### config.mk
export PLATFORM = sky130hd
export DESIGN_NAME = bus_arbiter_rr
export DESIGN_NICKNAME = d
export VERILOG_FILES = /design/src/rtl/arb_pkg.sv /design/src/rtl/rr_priority_picker.sv /design/src/rtl/bus_arbiter_rr.sv
export SDC_FILE = /design/constraint.sdc
export NUM_CORES = 1
export LEC_CHECK = 0
export CAP_MARGIN = 20
export CORE_MARGIN = 3
export CORE_UTILIZATION = 40
export CTS_CLUSTER_DIAMETER = 200
export DETAILED_ROUTE_END_ITERATION = 10
export PLACE_DENSITY = 0.64
export SLEW_MARGIN = 20
export SYNTH_ARGS = -nofsm -noshare
export SYNTH_HDL_FRONTEND = slang
export SYNTH_SLANG_ARGS = --single-unit
### constraint.sdc
create_clock -name clk -period 1.8 [get_ports clk]
set_clock_uncertainty 0.15 [all_clocks]
set_input_delay 0.36 -clock clk [delete_from_list [all_inputs] [get_ports clk]]
set_output_delay 0.36 -clock clk [all_outputs]
set_load 0.01 [all_outputs]
### src/rtl/arb_pkg.sv
// Shared types and helpers for the round-robin bus arbiter.
// Holds the FSM encoding, watchdog width and a constant clog2.
package arb_pkg;

  typedef enum logic [1:0] {
    IDLE         = 2'b00,
    GRANT        = 2'b01,
    WAIT_MEM_LOW = 2'b10
  } arbState_t;

  localparam int ARB_WDOG_W = 16;

  function automatic int clog2(input int v);
    int r;
    r = 0;
    for (int i = 0; i < 31; i++) begin
      if ((1 << i) < v) r = i + 1;
    end
    return r;
  endfunction

endpackage

### src/rtl/rr_priority_picker.sv
// Combinational round-robin picker: first set req bit at or after ptr.
// Ports: req[N], ptr[OW] in; found, idx[OW] out.
module rr_priority_picker
  import arb_pkg::*;
#(
  parameter int N  = 4,
  parameter int OW = (N > 1) ? clog2(N) : 1
) (
  input  logic [N-1:0]  req,
  input  logic [OW-1:0] ptr,
  output logic          found,
  output logic [OW-1:0] idx
);

  logic [2*N-1:0] dbl;
  logic [N-1:0]   rot;
  logic [OW-1:0]  off;
  logic [OW:0]    sum;

  always_comb begin
    dbl   = {req, req};
    // rotate so that bit 0 of rot is req[ptr]
    rot   = N'(dbl >> ptr);
    found = 1'b0;
    off   = '0;
    for (int i = N - 1; i >= 0; i--) begin
      if (rot[i]) begin
        found = 1'b1;
        off   = OW'(i);
      end
    end
    // un-rotate: (ptr + off) mod N
    sum = {1'b0, ptr} + {1'b0, off};
    if (sum >= (OW + 1)'(N)) begin
      sum = sum - (OW + 1)'(N);
    end
    idx = sum[OW-1:0];
  end

endmodule

### src/rtl/bus_arbiter_rr.sv
// Round-robin arbiter for one shared memory bus with grant watchdog.
// Ports: clk, reset, rq[N], mem_ready in; grant, owner, owner_valid, timeout_err out.
module bus_arbiter_rr
  import arb_pkg::*;
#(
  parameter int N_MASTERS      = 4,
  parameter int TIMEOUT_CYCLES = 0,
  parameter int OW = (N_MASTERS > 1) ? clog2(N_MASTERS) : 1
) (
  input  logic                 clk,
  input  logic                 reset,
  input  logic [N_MASTERS-1:0] rq,
  input  logic                 mem_ready,
  output logic [N_MASTERS-1:0] grant,
  output logic [OW-1:0]        owner,
  output logic                 owner_valid,
  output logic                 timeout_err
);

  localparam bit WDOG_EN = (TIMEOUT_CYCLES != 0);
  localparam logic [ARB_WDOG_W-1:0] WDOG_LAST =
    ARB_WDOG_W'((TIMEOUT_CYCLES > 0) ? TIMEOUT_CYCLES - 1 : 0);
  localparam logic [OW-1:0] LAST_IDX = OW'(N_MASTERS - 1);

  arbState_t              state;
  logic [OW-1:0]          ptr;
  logic [ARB_WDOG_W-1:0]  wdogCnt;
  logic                   pickFound;
  logic [OW-1:0]          pickIdx;
  logic [N_MASTERS-1:0]   pickOneHot;
  logic                   ownerRq;
  logic                   wdogHit;
  logic [OW-1:0]          nextPtr;

  rr_priority_picker #(
    .N  (N_MASTERS),
    .OW (OW)
  ) uPick (
    .req   (rq),
    .ptr   (ptr),
    .found (pickFound),
    .idx   (pickIdx)
  );

  always_comb begin
    ownerRq    = 1'b0;
    pickOneHot = '0;
    for (int i = 0; i < N_MASTERS; i++) begin
      if (owner == OW'(i)) ownerRq = rq[i];
      if (pickIdx == OW'(i)) pickOneHot[i] = 1'b1;
    end
  end

  // wraps to 0; with one master this is always 0
  assign nextPtr = (owner == LAST_IDX) ? '0 : owner + OW'(1);
  assign wdogHit = WDOG_EN && (wdogCnt == WDOG_LAST);

  always_ff @(posedge clk or posedge reset) begin
    if (reset) begin
      state       <= IDLE;
      ptr         <= '0;
      wdogCnt     <= '0;
      grant       <= '0;
      owner       <= '0;
      owner_valid <= 1'b0;
      timeout_err <= 1'b0;
    end else begin
      timeout_err <= 1'b0;
      unique case (state)
        IDLE: begin
          if (pickFound && !mem_ready) begin
            state       <= GRANT;
            grant       <= pickOneHot;
            owner       <= pickIdx;
            owner_valid <= 1'b1;
            wdogCnt     <= '0;
          end
        end
        GRANT: begin
          if (wdogCnt != '1) begin
            wdogCnt <= wdogCnt + 1'b1;
          end
          // release has priority over a coincident timeout
          if (!ownerRq || wdogHit) begin
            state       <= WAIT_MEM_LOW;
            grant       <= '0;
            owner_valid <= 1'b0;
            ptr         <= nextPtr;
            timeout_err <= ownerRq;
          end
        end
        WAIT_MEM_LOW: begin
          if (!mem_ready) begin
            state <= IDLE;
          end
        end
        default: begin
          state       <= IDLE;
          grant       <= '0;
          owner_valid <= 1'b0;
        end
      endcase
    end
  end

endmodule

* Word-level counts from Yosys, hierarchy flattened *
Cells that the tools add are included.

operators by class
  order comparisons = 1
  equal/unequal tests = 11
  add/subtract/negate cells = 3
  muxes and demuxes = 28
  shifts and indexed selects = 1
  reduce and logical (&&, ||, !) cells = 9
  bitwise operators = 2

operator list
  cell                                                                 count
  2-bit 2-to-1 mux                                                     9
  1-bit 2-to-1 mux                                                     14
  4-bit case mux with 3 select lines                                   1
  2-bit == test (second input constant)                                5
  4-bit 2-to-1 mux                                                     2
  8-bit by 2-bit right shift with 4-bit output                         1
  2-bit by 1-bit == test with 1-bit output (second input constant)     3
  2-bit zero test                                                      3
  2-bit != test (second input constant)                                3
  2-bit case mux with 3 select lines                                   1
  3-bit AND reduction                                                  2
  2-bit AND reduction                                                  2
  2-bit by 2-bit adder with 3-bit output                               1
  3-bit greater-or-equal comparator (second input constant)            1
  1-bit case mux with 3 select lines                                   1
  2-bit by 1-bit adder with 2-bit output (second input constant)       1
  1-bit inverter                                                       2
  2-bit by 1-bit subtractor with 2-bit output (second input constant)  1
  1-bit logical AND                                                    1
  1-bit zero test                                                      1

word-level totals
  flip-flop bits (word level) = 11
  bits of input ports = 7
  word-level logic and storage cells = 60

* Logic depth before layout (Yosys ltp) *
  word-level depth = 12
  mapped depth = 9
  gate-level depth less buffers = 8

* Hierarchy *
Synthesis repeated with hierarchy kept, for this count alone.

second synthesis, totals
  cell total of the unflattened synthesis = 80
  area, all modules = 799.5 µm²

by module, submodules not included
  module              cells each  area each (µm²)  times used
  bus_arbiter_rr      57          619.3            1
  rr_priority_picker  23          180.2            1

* Worst setup path before layout *
Ideal clock, no wire load.

  path type = input to register
  from = input rq[0]
  to = register grant[1]
  stages on the path = 8
  slack = -0.166 ns
  data required time = 1.528 ns
  arrival time = 1.695 ns
  path buffers = 1
  cells stage by stage = buf_2 and3_2 o21ai_0 o211ai_1 ha_1 xnor2_1 xnor2_1 a32o_1

on the way
  longest elaborated chain between the ends = 12
  elaborated cells between the ends (all ways) = 25
  classes of those cells = add/sub: 2; order compare: 1; eq/ne: 3; shift: 1; mux: 16; reduce/logical: 2

ends and longest elaborated chain
  element                                                                                                  line                                                source
  from (decl)                                                                                              bus_arbiter_rr.sv:12                                input logic [N_MASTERS-1:0] rq,
  8-bit by 2-bit right shift with 4-bit output                                                             rr_priority_picker.sv:23                            rot = N'(dbl >> ptr);
  2-bit 2-to-1 mux (4 in a row)                                                                            rr_priority_picker.sv:27                            if (rot[i]) begin
  2-bit by 2-bit adder with 3-bit output                                                                   rr_priority_picker.sv:33                            sum = {1'b0, ptr} + {1'b0, off};
  3-bit greater-or-equal comparator / 2-bit by 1-bit subtractor with 2-bit output (equally long branches)  rr_priority_picker.sv:34, rr_priority_picker.sv:35
  2-bit 2-to-1 mux                                                                                         rr_priority_picker.sv:34                            if (sum >= (OW + 1)'(N)) begin
  2-bit by 1-bit == test with 1-bit output                                                                 bus_arbiter_rr.sv:50                                if (pickIdx == OW'(i)) pickOneHot[i] = 1'b1;
  1-bit 2-to-1 mux                                                                                         bus_arbiter_rr.sv:50
  4-bit 2-to-1 mux                                                                                         bus_arbiter_rr.sv:71                                if (pickFound && !mem_ready) begin
  4-bit case mux with 3 select lines                                                                       bus_arbiter_rr.sv:69                                unique case (state)
  to (signal assigned)                                                                                     bus_arbiter_rr.sv:73                                grant <= pickOneHot;
  to (decl)                                                                                                bus_arbiter_rr.sv:14                                output logic [N_MASTERS-1:0] grant,

Parallel ways exist; a longest one is shown, timed or not. The select of a mux whose other input is x is not followed.
A chain may end at the register's enable or synchronous reset.

* Final worst setup path *
  from = register ptr[0]
  to = register grant[1]

on the way
  longest elaborated chain between the ends = 12
  elaborated cells between the ends (all ways) = 20
  classes of those cells = add/sub: 2; order compare: 1; eq/ne: 2; shift: 1; mux: 12; reduce/logical: 2

ends and longest elaborated chain
  element                                                                                                  line                                                source
  from (decl)                                                                                              bus_arbiter_rr.sv:26                                logic [OW-1:0] ptr;
  from (signal assigned)                                                                                   bus_arbiter_rr.sv:88                                ptr <= nextPtr;
  8-bit by 2-bit right shift with 4-bit output                                                             rr_priority_picker.sv:23
  2-bit 2-to-1 mux (4 in a row)                                                                            rr_priority_picker.sv:27
  2-bit by 2-bit adder with 3-bit output                                                                   rr_priority_picker.sv:33
  3-bit greater-or-equal comparator / 2-bit by 1-bit subtractor with 2-bit output (equally long branches)  rr_priority_picker.sv:34, rr_priority_picker.sv:35
  2-bit 2-to-1 mux                                                                                         rr_priority_picker.sv:34
  2-bit by 1-bit == test with 1-bit output                                                                 bus_arbiter_rr.sv:50
  1-bit 2-to-1 mux                                                                                         bus_arbiter_rr.sv:50
  4-bit 2-to-1 mux                                                                                         bus_arbiter_rr.sv:71
  4-bit case mux with 3 select lines                                                                       bus_arbiter_rr.sv:69

Parallel ways exist; a longest one is shown, timed or not. The select of a mux whose other input is x is not followed.

==> impl_metrics.csv <==
group,metric,value,unit
sta,fmax,515,MHz
die,io_pins,15,
setup_path,required,1.81,ns
yosys,ys_async_sr_fraction,1.00,
setup_path,startpoint_type,"flop",
cells_and_area,area_growth,61.1,%
cells_and_area,final_nets,130,
yosys,yosys.cell_types.count,34,
cells_and_area,antenna_cells,0,
yosys,ys_warn_count,0,
placement,place_congestion,0.909,
setup_path,path_cells,"or2_1 > nor2_1 > o21ai_1 > o211ai_1 > ha_2 > xnor2_2 > xnor2_2 > a32o_1",
cells_and_area,final_common_cell,"buf_4",
drt,drc,0,
power_and_ir_drop,ir_drop,1080,uV
global_route,overflow,0,
sta,hold_slack,0.244,ns
global_route,top_usage_layer,"met2",
yosys,synth_flop_cell,"dfrtp_1",
global_route,use_met1,0.227,
setup_path,worstPathMaxFanout,8,
yosys,syn_inst,83,
setup_path,worstSetupPathType,"flop to flop",
global_route,grt_pass1_wl,3110,microns
die,die_w,49.2,microns
drt,route.final.wire_length,1900,microns
global_route,grt_use_met3,0.0612,
cells_and_area,final_cell_mix,"buf_4, nor2_1, dfrtp_1",
die,initial_core_util,0.459,
sta,rsz0062_at_grt,"yes",
yosys,syn_area_per_cell,9.00,sq um
clocking,cts-htree-levels,1,
flow_run,drv_cap,0,
sta,setup_viol,7,
sta,fin_crit_sh,1.08,
global_route,grt.total_usage,0.168,
setup_path,cp-end-kind,"flop",
drt,ant_nets,0,
drt,route.vias.total,738,
yosys,syn_nets,95,
setup_path,slowest_stage,"dfrtp_2",
clocking,clockBufferDepth,2,
clocking,cts_tree,"yes",
yosys,syn_area,747,sq um
clocking,cts_root_buffer,"clkbuf_4",
placement,dp_hpwl,1360,microns
drt,first_pass_iters,4,
yosys,synth-seq-cells,11,
clocking,numCtsBuffers,3,
global_route,antenna_found_initial,0,
clocking,clock_latency,0.27,ns
global_route,grt_use_met2,0.243,
sta,min_period,1.94,ns
yosys,yosysSeqAreaShare,0.369,
drt,via_per_inst,5.23,
setup_path,path_common_cell,"xnor2_2",
power_and_ir_drop,leakagePower,0.000530,uW
setup_path,worstPathArrival,1.95,ns
placement,io_buffers,13,
clocking,ctsHoldBuffers,0,
clocking,clkTransAtPathRegs,0.07,ns
status,violations,"negative setup slack",
sta,fin_ws,-0.142,ns
sta,slew_viol_final,0,
status,status,"finished with violations",
die,die_y,49.2,microns
drt,drt-wirelength-per-cell,13.4,microns
placement,dpl_worst_slack,-0.668,ns
power_and_ir_drop,powerDensity,1740,mW/mm^2
die,rows,14,
die,fp.dieArea,0.00242,sq mm
worst_hold_path,hp-class,"primary input to asynchronous set/reset pin",
global_route,grt_pass1_vias,690,
yosys,synth_edf_count,0,
global_route,grt_max_degree,12,
setup_path,crit_family,"flip-flops",
clocking,clock-sinks,11,
setup_path,crit_buf_inv,0,
die,core_area,0.00163,sq mm
drt,drt_iter0_drc,8,
sta,hold_viol,0,
cells_and_area,drive_above_1_share,0.402,
setup_path,cpPeakStageDelay,0.45,ns
power by group:
group,switching [uW],total (uW),internal (uW)
logic,645,1440,800
registers,118,476,358
clock network,86.3,172,85.7
total,849,2090,1240
flip-flops by register name, summed over array words and instances (netlist names):
name	count
state	2
owner	2
owner_valid	1
grant	4
ptr	2
cell usage after synthesis (2+ instances only):
library cell | n | area share
or2_1 | 2 | 0.017
dfrtp_1 | 11 | 0.37
xnor2_1 | 2 | 0.023
ha_1 | 5 | 0.084
o32ai_1 | 3 | 0.035
nand2b_1 | 3 | 0.025
o22ai_1 | 3 | 0.025
nor2_1 | 14 | 0.070
o21ai_0 | 2 | 0.013
nor2b_1 | 2 | 0.017
nor3_1 | 2 | 0.013
nand2_1 | 3 | 0.015
o2bb2ai_1 | 2 | 0.023
inv_1 | 7 | 0.035
a21oi_1 | 3 | 0.020
worst paths after layout:
check                                  endpoint  cells after the start            startpoint  slack (ns)
min reg2reg                grant[3]$_DFFE_PP0P_                      1  grant[3]$_DFFE_PP0P_        0.35
min in group clk           grant[3]$_DFFE_PP0P_                      1  grant[3]$_DFFE_PP0P_        0.35
max in group asynchronous    ptr[0]$_DFFE_PP0P_                      2                 reset        0.92
min                        grant[3]$_DFFE_PP0P_                      2                 reset        0.24
max reg2reg                grant[1]$_DFFE_PP0P_                      8    ptr[0]$_DFFE_PP0P_       -0.14
max                        grant[1]$_DFFE_PP0P_                      8    ptr[0]$_DFFE_PP0P_       -0.14
cell type report:
cell class | instances | area (sq um)
multi-input combinational | 62 | 559
sequential | 11 | 278
fill | 127 | 425
clock buffer | 4 | 26.3
timing repair buffer | 33 | 282
inverter | 7 | 28.8
tap | 24 | 30.0
kinds of logic after synthesis:
group,share of synthesized area
flip-flops,0.369
adder cells (fa/ha/maj),0.0838
other,0.00502
AND/OR/NAND/NOR,0.186
AO/OA/AOI/OAI,0.238
multiplexers,0.0285
buffers and inverters,0.0670
XOR/XNOR,0.0235
layer usage:
layer | routed length [microns] | vias up
li1 | - | 368
met1 | 866 | 343
met2 | 904 | 25
met3 | 112 | 2
met4 | 13 | 0
met5 | 0 | -
per-stage QoR:
stage / setup TNS, ns / util / total power, uW / cell area (sq um) / instances
after global routing: -1.50 / 0.739 / 2260 / 1200 / 141
after detailed placement: -5.39 / 0.645 / 1620 / 1050 / 134
after floorplan: -0.349 / - / 1170 / 790 / 83
final: -0.617 / 0.739 / 2090 / 1200 / 141
after CTS: -0.576 / 0.681 / 1860 / 1110 / 138
after global placement: -5.11 / 0.645 / 1590 / 1050 / 134
timing repair:
item | 4_1_cts | 5_1_grt
cloned | 0 | 0
endpoints found under the hold margin | 0 | 0
gates resized for setup | 11 | 16
pin swaps | 2 | 4
setup endpoints to repair | 11 | 9
setup buffers | 0 | 3
No activity file was read; power rests on OpenSTA's default activity.
